<file path="src/rtl/deserializador_param.sv">
// ----------------------------------------------------------------------------
// deserializador_param
//
// Purpose:
//    Collects a serial bit stream into WIDTH-bit words and queues the finished
//    words in a small FIFO (DEPTH entries) for a consumer that takes them with
//    a simple ready/ack handshake.
//
// Parameters:
//    WIDTH      bits per assembled word (2..32)
//    DEPTH      number of finished words the output buffer can hold (1..8)
//    MSB_FIRST  0: first accepted bit lands in data_out[0]
//               1: first accepted bit lands in data_out[WIDTH-1]
//
// Ports:
//    clock_100KHz   in   single clock, everything changes on its rising edge
//    reset          in   synchronous, active-high reset
//    data_in        in   serial data bit
//    write_in       in   data_in is valid this cycle
//    status_out     out  high when a bit can be accepted this cycle
//    data_out       out  oldest finished word (zero while the buffer is empty)
//    data_ready     out  high when data_out holds a valid word
//    ack_in         in   consumer takes the word on data_out
//    level          out  number of words held in the buffer
//    overrun        out  sticky: a bit was offered while status_out was low
//    clear_overrun  in   clears overrun (a coincident new overrun wins)
// ----------------------------------------------------------------------------
module deserializador_param #(
   parameter int WIDTH     = 8,
   parameter int DEPTH     = 2,
   parameter int MSB_FIRST = 0
) (
   input  logic                         clock_100KHz,
   input  logic                         reset,
   input  logic                         data_in,
   input  logic                         write_in,
   output logic                         status_out,
   output logic [WIDTH-1:0]             data_out,
   output logic                         data_ready,
   input  logic                         ack_in,
   output logic [$clog2(DEPTH+1)-1:0]   level,
   output logic                         overrun,
   input  logic                         clear_overrun
);

   // Level must be able to represent DEPTH itself, pointers only 0..DEPTH-1.
   localparam int LW = $clog2(DEPTH + 1);
   localparam int PW = (DEPTH > 1) ? $clog2(DEPTH) : 1;
   localparam int CW = $clog2(WIDTH);

   localparam logic [CW-1:0] LAST_BIT  = CW'(WIDTH - 1);
   localparam logic [PW-1:0] LAST_SLOT = PW'(DEPTH - 1);
   localparam logic [LW-1:0] FULL_LVL  = LW'(DEPTH);

   logic [CW-1:0]    bitCount_q, bitCount_d;
   logic [WIDTH-1:0] partial_q,  partial_d;
   logic [PW-1:0]    head_q,     head_d;
   logic [PW-1:0]    tail_q,     tail_d;
   logic [LW-1:0]    level_q,    level_d;
   logic             overrun_q,  overrun_d;

   logic [WIDTH-1:0] mem_q [DEPTH];

   logic             accept;
   logic             push;
   logic             pop;
   logic             lastBit;
   logic [CW-1:0]    bitIndex;
   logic [WIDTH-1:0] assembled;

   // Output view of the buffer. status_out depends only on level, so a
   // half-built word never blocks acceptance; it only matters once the word
   // would actually need a free slot, which level already guarantees.
   always_comb begin
      status_out = (level_q < FULL_LVL);
      data_ready = (level_q != '0);
      data_out   = '0;
      if (data_ready) begin
         data_out = mem_q[head_q];
      end
      level      = level_q;
      overrun    = overrun_q;
   end

   // Bit assembly. The word including the bit arriving this cycle is built
   // here so a completing bit can be pushed straight into the buffer at the
   // same edge, giving one cycle of latency to data_out.
   always_comb begin
      accept    = write_in && status_out;
      pop       = ack_in && data_ready;
      lastBit   = (bitCount_q == LAST_BIT);
      push      = accept && lastBit;
      bitIndex  = bitCount_q;
      if (MSB_FIRST != 0) begin
         bitIndex = LAST_BIT - bitCount_q;
      end
      assembled           = partial_q;
      assembled[bitIndex] = data_in;
   end

   // Next-state for counter, pointers, level and the sticky overrun flag.
   // A push can never happen with the buffer full and a pop never with it
   // empty, so level stays within 0..DEPTH without extra saturation.
   always_comb begin
      bitCount_d = bitCount_q;
      partial_d  = partial_q;
      head_d     = head_q;
      tail_d     = tail_q;
      level_d    = level_q;
      overrun_d  = overrun_q;

      if (accept) begin
         if (lastBit) begin
            bitCount_d = '0;
            partial_d  = '0;
         end else begin
            bitCount_d = bitCount_q + 1'b1;
            partial_d  = assembled;
         end
      end

      if (push) begin
         tail_d = (tail_q == LAST_SLOT) ? '0 : tail_q + 1'b1;
      end

      if (pop) begin
         head_d = (head_q == LAST_SLOT) ? '0 : head_q + 1'b1;
      end

      case ({push, pop})
         2'b10:   level_d = level_q + 1'b1;
         2'b01:   level_d = level_q - 1'b1;
         default: level_d = level_q;
      endcase

      // Clearing first lets a coincident new overrun event win.
      if (clear_overrun) begin
         overrun_d = 1'b0;
      end
      if (write_in && !status_out) begin
         overrun_d = 1'b1;
      end
   end

   // Control state registers; reset discards any half-built word.
   always_ff @(posedge clock_100KHz) begin
      if (reset) begin
         bitCount_q <= '0;
         partial_q  <= '0;
         head_q     <= '0;
         tail_q     <= '0;
         level_q    <= '0;
         overrun_q  <= 1'b0;
      end else begin
         bitCount_q <= bitCount_d;
         partial_q  <= partial_d;
         head_q     <= head_d;
         tail_q     <= tail_d;
         level_q    <= level_d;
         overrun_q  <= overrun_d;
      end
   end

   // Word storage needs no reset: data_out is masked while level is zero.
   always_ff @(posedge clock_100KHz) begin
      if (push && !reset) begin
         mem_q[tail_q] <= assembled;
      end
   end

endmodule

</file>
<file path="config.mk">
export PLATFORM = sky130hd
export DESIGN_NAME = deserializador_param
export DESIGN_NICKNAME = d
export VERILOG_FILES = /design/src/rtl/deserializador_param.sv
export SDC_FILE = /design/constraint.sdc
export NUM_CORES = 1
export LEC_CHECK = 0
export ABC_AREA = 1
export CAP_MARGIN = 20
export CORE_MARGIN = 4
export CORE_UTILIZATION = 35
export CTS_CLUSTER_DIAMETER = 120
export DETAILED_ROUTE_END_ITERATION = 12
export RECOVER_POWER = 50
export SLEW_MARGIN = 20
export SYNTH_ARGS = -nofsm -noshare
export SYNTH_HDL_FRONTEND = slang
export SYNTH_SLANG_ARGS = --single-unit
</file>
<file path="constraint.sdc">
create_clock -name clock_100KHz -period 2.55 [get_ports clock_100KHz]
set_input_delay 0.255 -clock clock_100KHz [delete_from_list [all_inputs] [get_ports clock_100KHz]]
set_output_delay 0.255 -clock clock_100KHz [all_outputs]
set_load 0.01 [all_outputs]
</file>
Yosys cells after proc, flatten, opt, wreduce, memory -nomap -nowiden:

Memory sizes are Yosys's and may differ from the RTL's. A register that Yosys moved wholly into a read port is not among the register bits.
Index checks and enable logic that the tools add are counted.

* memories kept: 1
* flip-flop bits (word level): 16
* memory bits (writable): 16

Memory list
* mem_q: depth 2, width 8, rd ports 1, clocked after Yosys merged registers in 1, wr ports 1, line 62 `logic [WIDTH-1:0] mem_q [DEPTH];`

* multiplexer cells: 15
* reduce and logical (&&, ||, !) cells: 11
* $lt $le $gt $ge: 3
* add/sub/neg operators: 5
* eq/ne operators: 3

Operators with widths (count)
* 2-to-1 mux 8 bit: 2
* 2-to-1 mux 1 bit: 9
* bitwise mux 8 bit: 1
* logical AND 1 bit: 6
* nonzero test 2 bit: 3
* less-than comparator 3 x 4 -> 1 bit (second input constant): 1
* one-hot mux 2 bit (2 select lines): 1
* adder 3 x 1 -> 3 bit (second input constant): 1
* demux 1 bit (select 3 bit): 1
* equality test 3 bit (second input constant): 1
* >= comparator 3 x 1 -> 1 bit (second input constant): 1
* 2-to-1 mux 3 bit: 1
* adder 1 bit (second input constant): 2
* adder 2 x 1 -> 2 bit (second input constant): 1
* equality test 2 x 1 -> 1 bit (second input constant): 1
* equality test 2 bit (second input constant): 1
* logical NOT 1 bit: 2
* less-than comparator 2 bit (second input constant): 1
* subtractor 2 x 1 -> 2 bit (second input constant): 1

Logic depth before layout (Yosys ltp):

Gate-level depths: netlist of run 1.

* word-level depth: 6
* depth in mapped cells: 10
* gate-level depth less buffers: 10

Worst setup path after synthesis of run 1:

Ideal clock, no wire load.

* path type: reg-to-reg
* start: register bitCount_q[1]
* end: memory mem_q[1][0] (enable)
* path buffers: 0
* stages on the path, launching flop included: 5
* setup slack: 0.761 ns
* data required time: 2.167 ns
* arrival: 1.406 ns
* cell sequence: dfxtp_1 ha_1 ha_1 nand2_2 nor3_1

* cells in the longest elaborated chain, start to end: 5

Ends and longest elaborated chain
* start, declared: line 55 `logic [CW-1:0] bitCount_q, bitCount_d;`
* start signal, assigned: line 155 `bitCount_q <= bitCount_d;`
* equality test 3 bit: line 91 `lastBit = (bitCount_q == LAST_BIT);`
* logical AND 1 bit: line 92 `push = accept && lastBit;`
* logical AND 1 bit: line 166 `if (push && !reset) begin`
* 2-to-1 mux 1 bit: line 166
* 2-to-1 mux 1 bit (not written as such): line 167 `mem_q[tail_q] <= assembled;`
* end, declared: line 62

No other way between the ends.

Worst setup path after layout of run 1:

* start: register level_q[1], in the netlist level[1]
* end: output data_out[5]

* cells in the longest elaborated chain, start to end: 2

Ends and longest elaborated chain
* start, declared: line 59 `logic [LW-1:0] level_q, level_d;`
* start signal, assigned: line 159 `level_q <= level_d;`
* nonzero test 2 bit: line 76 `data_ready = (level_q != '0);`
* 2-to-1 mux 8 bit: line 78 `if (data_ready) begin`
* end, declared: line 38 `output logic [WIDTH-1:0] data_out,`

No other way between the ends.

==> metrics.md, run 1 <==
| Metric | Value |
|---|---|
| GPL Wtd Cong | `0.7673` |
| Global-route wire length before repair | `4629 microns` |
| Max VDD drop | `between 0.2 and 0.3 mV` |
| PD cells | `568.6 mW/mm^2` |
| Critical path cell sequence | `nor2_1, a21oi_1, clkdlybuf4s50_1` |
| Warning count from the yosys run | `0` |
| Clock root cell | `clkbuf_8` |
| Initial DRC count | `between 50 and 60` |
| TritonRoute pass-1 iters | `4` |
| Largest net degree at the start of global routing | `14` |
| RSZ-0062 raised after global routing | `no` |
| Rel. slew slack | `0.5330` |
| Worst-Skew Late Latency | `0.28 ns` |
| Die area | `about 0.0056 sq mm` |
| Clock Skews | `0.005133 ns` |
| Bufs and invs on worst path | `1` |
| H-tree depth | `2` |
| FF+latch count, synth | `33` |
| # port buffers | `18` |
| IO Count | `19` |
| Final Hold Vio Count | `0` |
| Vias per std cell | `around 4.7` |
| Reg clk slew, reported paths | `0.07 ns` |
| Crit Path Category | `reg2out` |
| Grt total ovfl | `0` |
| R2R depth | `8` |
| Total GRT Usage | `0.1126` |
| Longest Clk Path Bufs | `2` |
| Worst setup margin | `slightly above 0.5 ns` |
| Status | `complete, no violations` |
| Max Cap Viol | `0` |
| Num CTS Buffers | `5` |
| CP peak stage delay | `roughly 0.52 ns` |
| Setup TNS | `0 ns` |
| Measured slew at the worst slew-check pin | `between 0.6 and 0.7 ns` |
| Detailed Place HPWL | `about 2100 microns` |
| CP Data Required Time | `between 2 and 2.5 ns` |
| Residual DRC | `0` |
| Reg2Reg Launch Point | `level[1]$_SDFFE_PP0P_` |
| Cell Area, Synth | `0.001549 sq mm` |
| Via count | `around 1.2k` |
| Startpoint Class | `register` |
| Hold path startpoint | `head_q$_SDFFE_PP0P_` |
| Slowest-stage cell, CP | `nor2_1` |
| Fmax | `0.4904 GHz` |
| Final slew viol count | `0` |
| Setup violators final | `0` |
| Share of post-route cells with drive strength above 1 | `0.06122` |
| Crit. Startpoint | `level[1]$_SDFFE_PP0P_` |
| Post-Synth Adder-Cell Area | `0.02423` |
| Antenna diode count | `0` |
| CTS tree | `yes` |
| Final #Nets | `204` |
| Combinational family with the most area after synthesis | `simple AND/OR/NAND/NOR gates` |
| Die width | `roughly 75 microns` |
| Multiplexer share of the synthesized area | `0` |
| Pre-CTS WS | `0.5287 ns` |
| Register-to-register setup slack | `0.63 ns` |
| Leading cell type in the layout, fill and taps excluded | `nand2_1` |
| Synth Instances | `approximately 170` |
| CTS Hold Bufs | `0` |
| Pleak | `0.6867 nW` |
| Routed length per placed instance | `11.57 microns` |
| CP arrival | `between 1.5 and 2 ns` |
| Num Clock Sinks | `33` |
| Die Ht | `between 70 and 80 microns` |
| Mapped Nets | `~180` |
| CP Capture Type | `output port` |
| Synth Area in Simple Gates | `0.2561` |
| Vias in the first global route | `~960` |
| Hold Crit Class | `reg2reg` |
| Number of distinct library cells after synthesis | `22` |
| Post-Synth XOR/XNOR Area | `0` |
| Finished Layout Cells | `~250` |
| Crit path max fanout | `10` |
| Most frequent cells in the layout | `nand2_1, a21oi_1, inv_1` |
| Final period utilization | `0.7996` |
| Starting Density | `0.3738` |
| Fin crit period | `2.039 ns` |
| Worst R2R End | `level[1]$_SDFFE_PP0P_` |
| Antenna viol nets, final | `0` |
| Antenna violations before repair | `0` |
| Area grow syn2layout | `16.48%` |
| Placed instance count | `238` |
| Core ar. | `around 0.0041 sq mm` |
| Number of cells on the worst hold path | `1` |
| Final wirelength | `2846 microns` |
| Delay-heaviest family, CP | `simple AND/OR/NAND/NOR gates` |
| PostCTS Resize Cnt | `0` |
| Post-CTS setup buffers | `0` |
| Post-synthesis compound-gate area fraction | `0.1018` |
| Syn_area_per_cell | `between 8 and 9 sq um` |
| Seq/Total Area, Yosys | `0.5299` |
| FP Rows | `23` |
[power by group]
| group | internal (mW) | switching (mW) |
|---|---|---|
| Combinational | 0.0305 | 0.0471 |
| Sequential | 0.567 | 0.0139 |
| Clock | 0.183 | 0.184 |
| Total | 0.781 | 0.245 |
[flip-flops by register name (all words and copies together) (netlist names), named ones only]
signal and cells:
overrun 1, head_q 1, tail_q 1, bitCount_q 3
partial_q 8, mem_q 16, level 2
[worst reg2reg max path, delay by kind of cell, from the launching register on]
family	cells	cell delay [ns]
AND/OR/NAND/NOR	4	0.89
flip-flops	1	0.36
adder cells (fa/ha/maj)	1	0.32
AO/OA/AOI/OAI	2	0.21
buffers and inverters	1	0.08
[area by class of cell]
type,instances,area [sq um]
Fill cell,423,2340
Inverter,20,75.07
Clock inverter,3,12.51
Tap cell,50,62.56
Multi-Input combinational cell,115,569.3
Sequential cell,33,820.8
Clock buffer,5,68.82
Timing Repair Buffer,20,195.2
[logic make-up (layout without fill, tap and decap cells)]
family                     Yosys count  count (layout)
AOI/OAI and AO/OA                   30              30
DFF                                 33              33
and+or+nand+nor                     82              82
adders and majority gates            3               3
buffers and inverters               26              48
[per-stage QoR]
step / total power [mW] / hold slack, ns / util / instance area, sq um
2_1_floorplan: 0.6557 / 0.3241 / - / 1549
3_3_place_gp: 0.6732 / 0.4460 / 0.4212 / 1745
3_5_place_dp: 0.6735 / 0.4401 / 0.4212 / 1745
4_1_cts: 1.050 / 0.4522 / 0.4408 / 1827
5_1_grt: 1.078 / 0.4780 / 0.4354 / 1804
6_report: 1.026 / 0.4474 / 0.4354 / 1804
[worst max path at each step]
stage,end,slack (ns),cells after the start
6_report,data_out[5],0.51,3
5_1_grt,data_out[5],0.37,3
4_1_cts,mem_q[0][6]$_DFFE_PP_,0.52,4
3_5_place_dp,mem_q[0][6]$_DFFE_PP_,0.53,5
3_3_place_gp,mem_q[0][5]$_DFFE_PP_,0.60,5
2_1_floorplan,mem_q[1][0]$_DFFE_PP_,0.76,4
[synth_stat cells]
master | count | area share
buf_2 | 1 | 0.0032
nand3_1 | 16 | 0.052
a21oi_1 | 24 | 0.078
and2_1 | 8 | 0.032
inv_1 | 17 | 0.041
o211a_1 | 1 | 0.0065
buf_4 | 1 | 0.0048
nand2_2 | 1 | 0.0040
nand2_4 | 1 | 0.0073
nand2_1 | 42 | 0.10
o21ai_0 | 4 | 0.013
nand4_1 | 6 | 0.024
nor3_1 | 1 | 0.0032
o21bai_1 | 1 | 0.0048
nor2_4 | 3 | 0.022
inv_2 | 3 | 0.0073
edfxtp_1 | 16 | 0.31
dfxtp_1 | 17 | 0.22
buf_8 | 1 | 0.0097
ha_1 | 3 | 0.024
nor2_1 | 4 | 0.0097
buf_6 | 3 | 0.022
[per-layer routing]
layer	GRT usage	vias to the layer above	part of all wire
met4	0.03557	0	0.013
met5	0	-	0
met1	0.1537	506	0.50
met2	0.1639	20	0.45
met3	0.04459	5	0.044
li1	-	621	-
No activity file was read; power rests on OpenSTA's default activity.
==> run 2: changes to the inputs <==
==> constraint.sdc (replaced) <==
create_clock -name clock_100KHz -period 1.8 [get_ports clock_100KHz]
set_input_delay 0.18 -clock clock_100KHz [delete_from_list [all_inputs] [get_ports clock_100KHz]]
set_output_delay 0.18 -clock clock_100KHz [all_outputs]
set_load 0.01 [all_outputs]
==> run 2 against run 1 <==
  * Count of clock-buffer cells in the layout up 1
  * Critical path type unchanged
  * Largest cell class unchanged
  * Sequential power up 39%
  * First-iteration DRC count up 5.9%
==> metrics.md, run 2 (same netlist as run 1, synthesis figures left out) <==
| Metric | Value |
|---|---|
| Status | `complete, no violations` |
| Via count | `1,163 (+0.95%)` |
| FILL cells | `441 (+4.3%)` |
| Met3 wire length | `140 microns (+11%)` |
| Delay-heaviest family, CP | `buffers and inverters` |
| RSZ-0062 raised after global routing | `no` |
| Post-CTS setup buffers | `0 (unchanged)` |
| GPL Wtd Cong | `0.7162 (-6.7%)` |
| Rel. slew slack | `0.6885 (+0.1555)` |
| CP arrival | `1.53 ns (-0.25 ns)` |
| Global-route wire length before repair | `4905 microns (+6.0%)` |
| Hold Crit Class | `reg2reg` |
| Worst setup margin | `0.09018 ns (-0.4208 ns)` |
| Final Hold Vio Count | `0 (unchanged)` |
| Bufs and invs on worst path | `2 (+1)` |
| Num Clock Sinks | `33 (unchanged)` |
| Met2 WL post-DR | `1370 microns (+7.7%)` |
| Final slew viol count | `0 (unchanged)` |
| Antenna diode count | `0 (unchanged)` |
| Worst R2R End | `mem_q[1][6]$_DFFE_PP_` |
| Number of cells on the worst hold path | `1 (unchanged)` |
| Detailed Place HPWL | `2110 microns (+0.39%)` |
| Clock root cell | `clkbuf_8` |
| Clock Skews | `0.005617 ns (+0.0004837 ns)` |
| # port buffers | `18 (unchanged)` |
| Startpoint Class | `register` |
| Die area | `0.005554 sq mm (unchanged)` |
| Largest regs | `mem_q x16, partial_q x8, bitCount_q x3` |
| Antenna viol nets, final | `0 (unchanged)` |
| FF/Latch Area | `827.0 sq um (+0.76%)` |
| Slowest-stage cell, CP | `clkdlybuf4s50_1` |
| Largest Register | `mem_q` |
| Setup violators final | `0 (unchanged)` |
| Max reg flops | `16 (unchanged)` |
| Crit path max fanout | `8 (-2)` |
| TritonRoute pass-1 iters | `4 (unchanged)` |
| Vias in the first global route | `1,082 (+13%)` |
| Largest net degree at the start of global routing | `13 (-1)` |
| Pre-CTS WS | `0.07986 ns (-0.4489 ns)` |
| Max VDD drop | `0.3663 mV (+26%)` |
| Critical path cell sequence | `inv_2, nand2_1, a21oi_1, clkdlybuf4s50_1` |
| Crit Path Category | `reg2out` |
| Register-to-register setup slack | `0.16 ns (-0.47 ns)` |
| Fin crit period | `1.710 ns` |
| IO Count | `19 (unchanged)` |
| Hold path startpoint | `head_q$_SDFFE_PP0P_` |
| Pleak | `0.7158 nW (+4.2%)` |
| H-tree depth | `2 (unchanged)` |
| Final wirelength | `2978 microns (+4.6%)` |
| PD cells | `792.4 mW/mm^2 (+39%)` |
| Num CTS Buffers | `5 (unchanged)` |
| Setup TNS | `0 ns (unchanged)` |
| CTS tree | `yes` |
| R2R depth | `5 (-3)` |
| DR top layer | `met4` |
| FP Rows | `23 (unchanged)` |
| Worst-Skew Late Latency | `0.28 ns (about the same)` |
| Die Ht | `74.53 microns (unchanged)` |
| Footprint of the multi-input gates | `584.3 sq um (+2.6%)` |
| Metal-1 WL | `1431 microns (+1.5%)` |
| Leading cell type in the layout, fill and taps excluded | `nand2_1` |
| Reg clk slew, reported paths | `0.06 ns (about the same)` |
| Share of post-route cells with drive strength above 1 | `0.1084 (+0.04715)` |
| Final period utilization | `0.9499` |
| Grt total ovfl | `0 (unchanged)` |
| Reg2Reg Launch Point | `bitCount_q[0]$_SDFFE_PP0N_` |
| CTS Hold Bufs | `0 (unchanged)` |
| PostCTS Resize Cnt | `2 (+2)` |
| Total GRT Usage | `0.1174 (+0.004828)` |
| Die width | `74.53 microns (unchanged)` |
| Vias per std cell | `4.597 (-1.8%)` |
| Initial DRC count | `54 (+5.9%)` |
| Starting Density | `0.3738 (unchanged)` |
| Max Cap Viol | `0 (unchanged)` |
| CP peak stage delay | `0.55 ns (+0.03 ns)` |
| CP Capture Type | `output port` |
| Final #Nets | `211 (+3.4%)` |
| Residual DRC | `0 (unchanged)` |
| Routed length per placed instance | `11.77 microns (+1.7%)` |
| Fmax | `0.5849 GHz` |
| CP Data Required Time | `1.62 ns (-0.68 ns)` |
| Area grow syn2layout | `19.55%` |
| Longest Clk Path Bufs | `2 (unchanged)` |
| Measured slew at the worst slew-check pin | `0.4673 ns (-0.2307 ns)` |
| Core ar. | `0.004144 sq mm (unchanged)` |
| Antenna violations before repair | `0 (unchanged)` |
| Most frequent cells in the layout | `nand2_1, a21oi_1, inv_1` |
run 2: worst register-to-register path, cell delays in order, from the launching register on:
cell and delay [ns]:
dfxtp_1 0.33, ha_1 0.15, ha_1 0.16, nand2_1 0.09, nor3_1 0.15, clkbuf_1 0.40
run 2: layout make-up:
cell class | instances | share of cell area
clock inverter | 2 | 0.005405
inverter | 20 | 0.04054
multi-input combinational | 115 | 0.3155
clock buffer | 6 | 0.03919
tap | 50 | 0.03378
timing repair buffer | 27 | 0.1189
sequential | 33 | 0.4466
run 2: power breakdown:
part / internal, mW / switching [mW]
logic: 0.0486 / 0.0820
clock network: 0.268 / 0.261
registers: 0.802 / 0.00651
total: 1.12 / 0.350
run 2: worst max-delay path by stage:
stage | end | startpoint | slack [ns] | cells after the start
2_1_floorplan | mem_q[1][0]$_DFFE_PP_ | bitCount_q[1]$_SDFFE_PP0N_ | 0.01 | 4
3_3_place_gp | level[1]$_SDFFE_PP0P_ | write_in | 0.14 | 10
3_5_place_dp | level[1]$_SDFFE_PP0P_ | write_in | 0.08 | 10
4_1_cts | data_out[1] | register | 0.01 | 4
5_1_grt | mem_q[1][3]$_DFFE_PP_ | bitCount_q[1]$_SDFFE_PP0N_ | 0.009 | 5
6_report | data_out[5] | register | 0.09 | 4
run 2: per-stage QoR:
step	hold WS [ns]	util	instance area, sq um	instances	total power [mW]
after floorplan	0.2491	-	1549	174	0.9289
after global placement	0.4473	0.4339	1798	245	0.9611
after detailed placement	0.4416	0.4339	1798	245	0.9643
after CTS	0.4458	0.4541	1882	253	1.496
after global routing	0.4579	0.4469	1852	253	1.529
final	0.4460	0.4469	1852	253	1.467
run 2: layer usage:
layer / track usage / vias up
li1: - / 633
met1: 0.1463 / 509
met2: 0.1922 / 16
met3: 0.04054 / 5
met4: 0.03557 / 0
met5: 0 / -
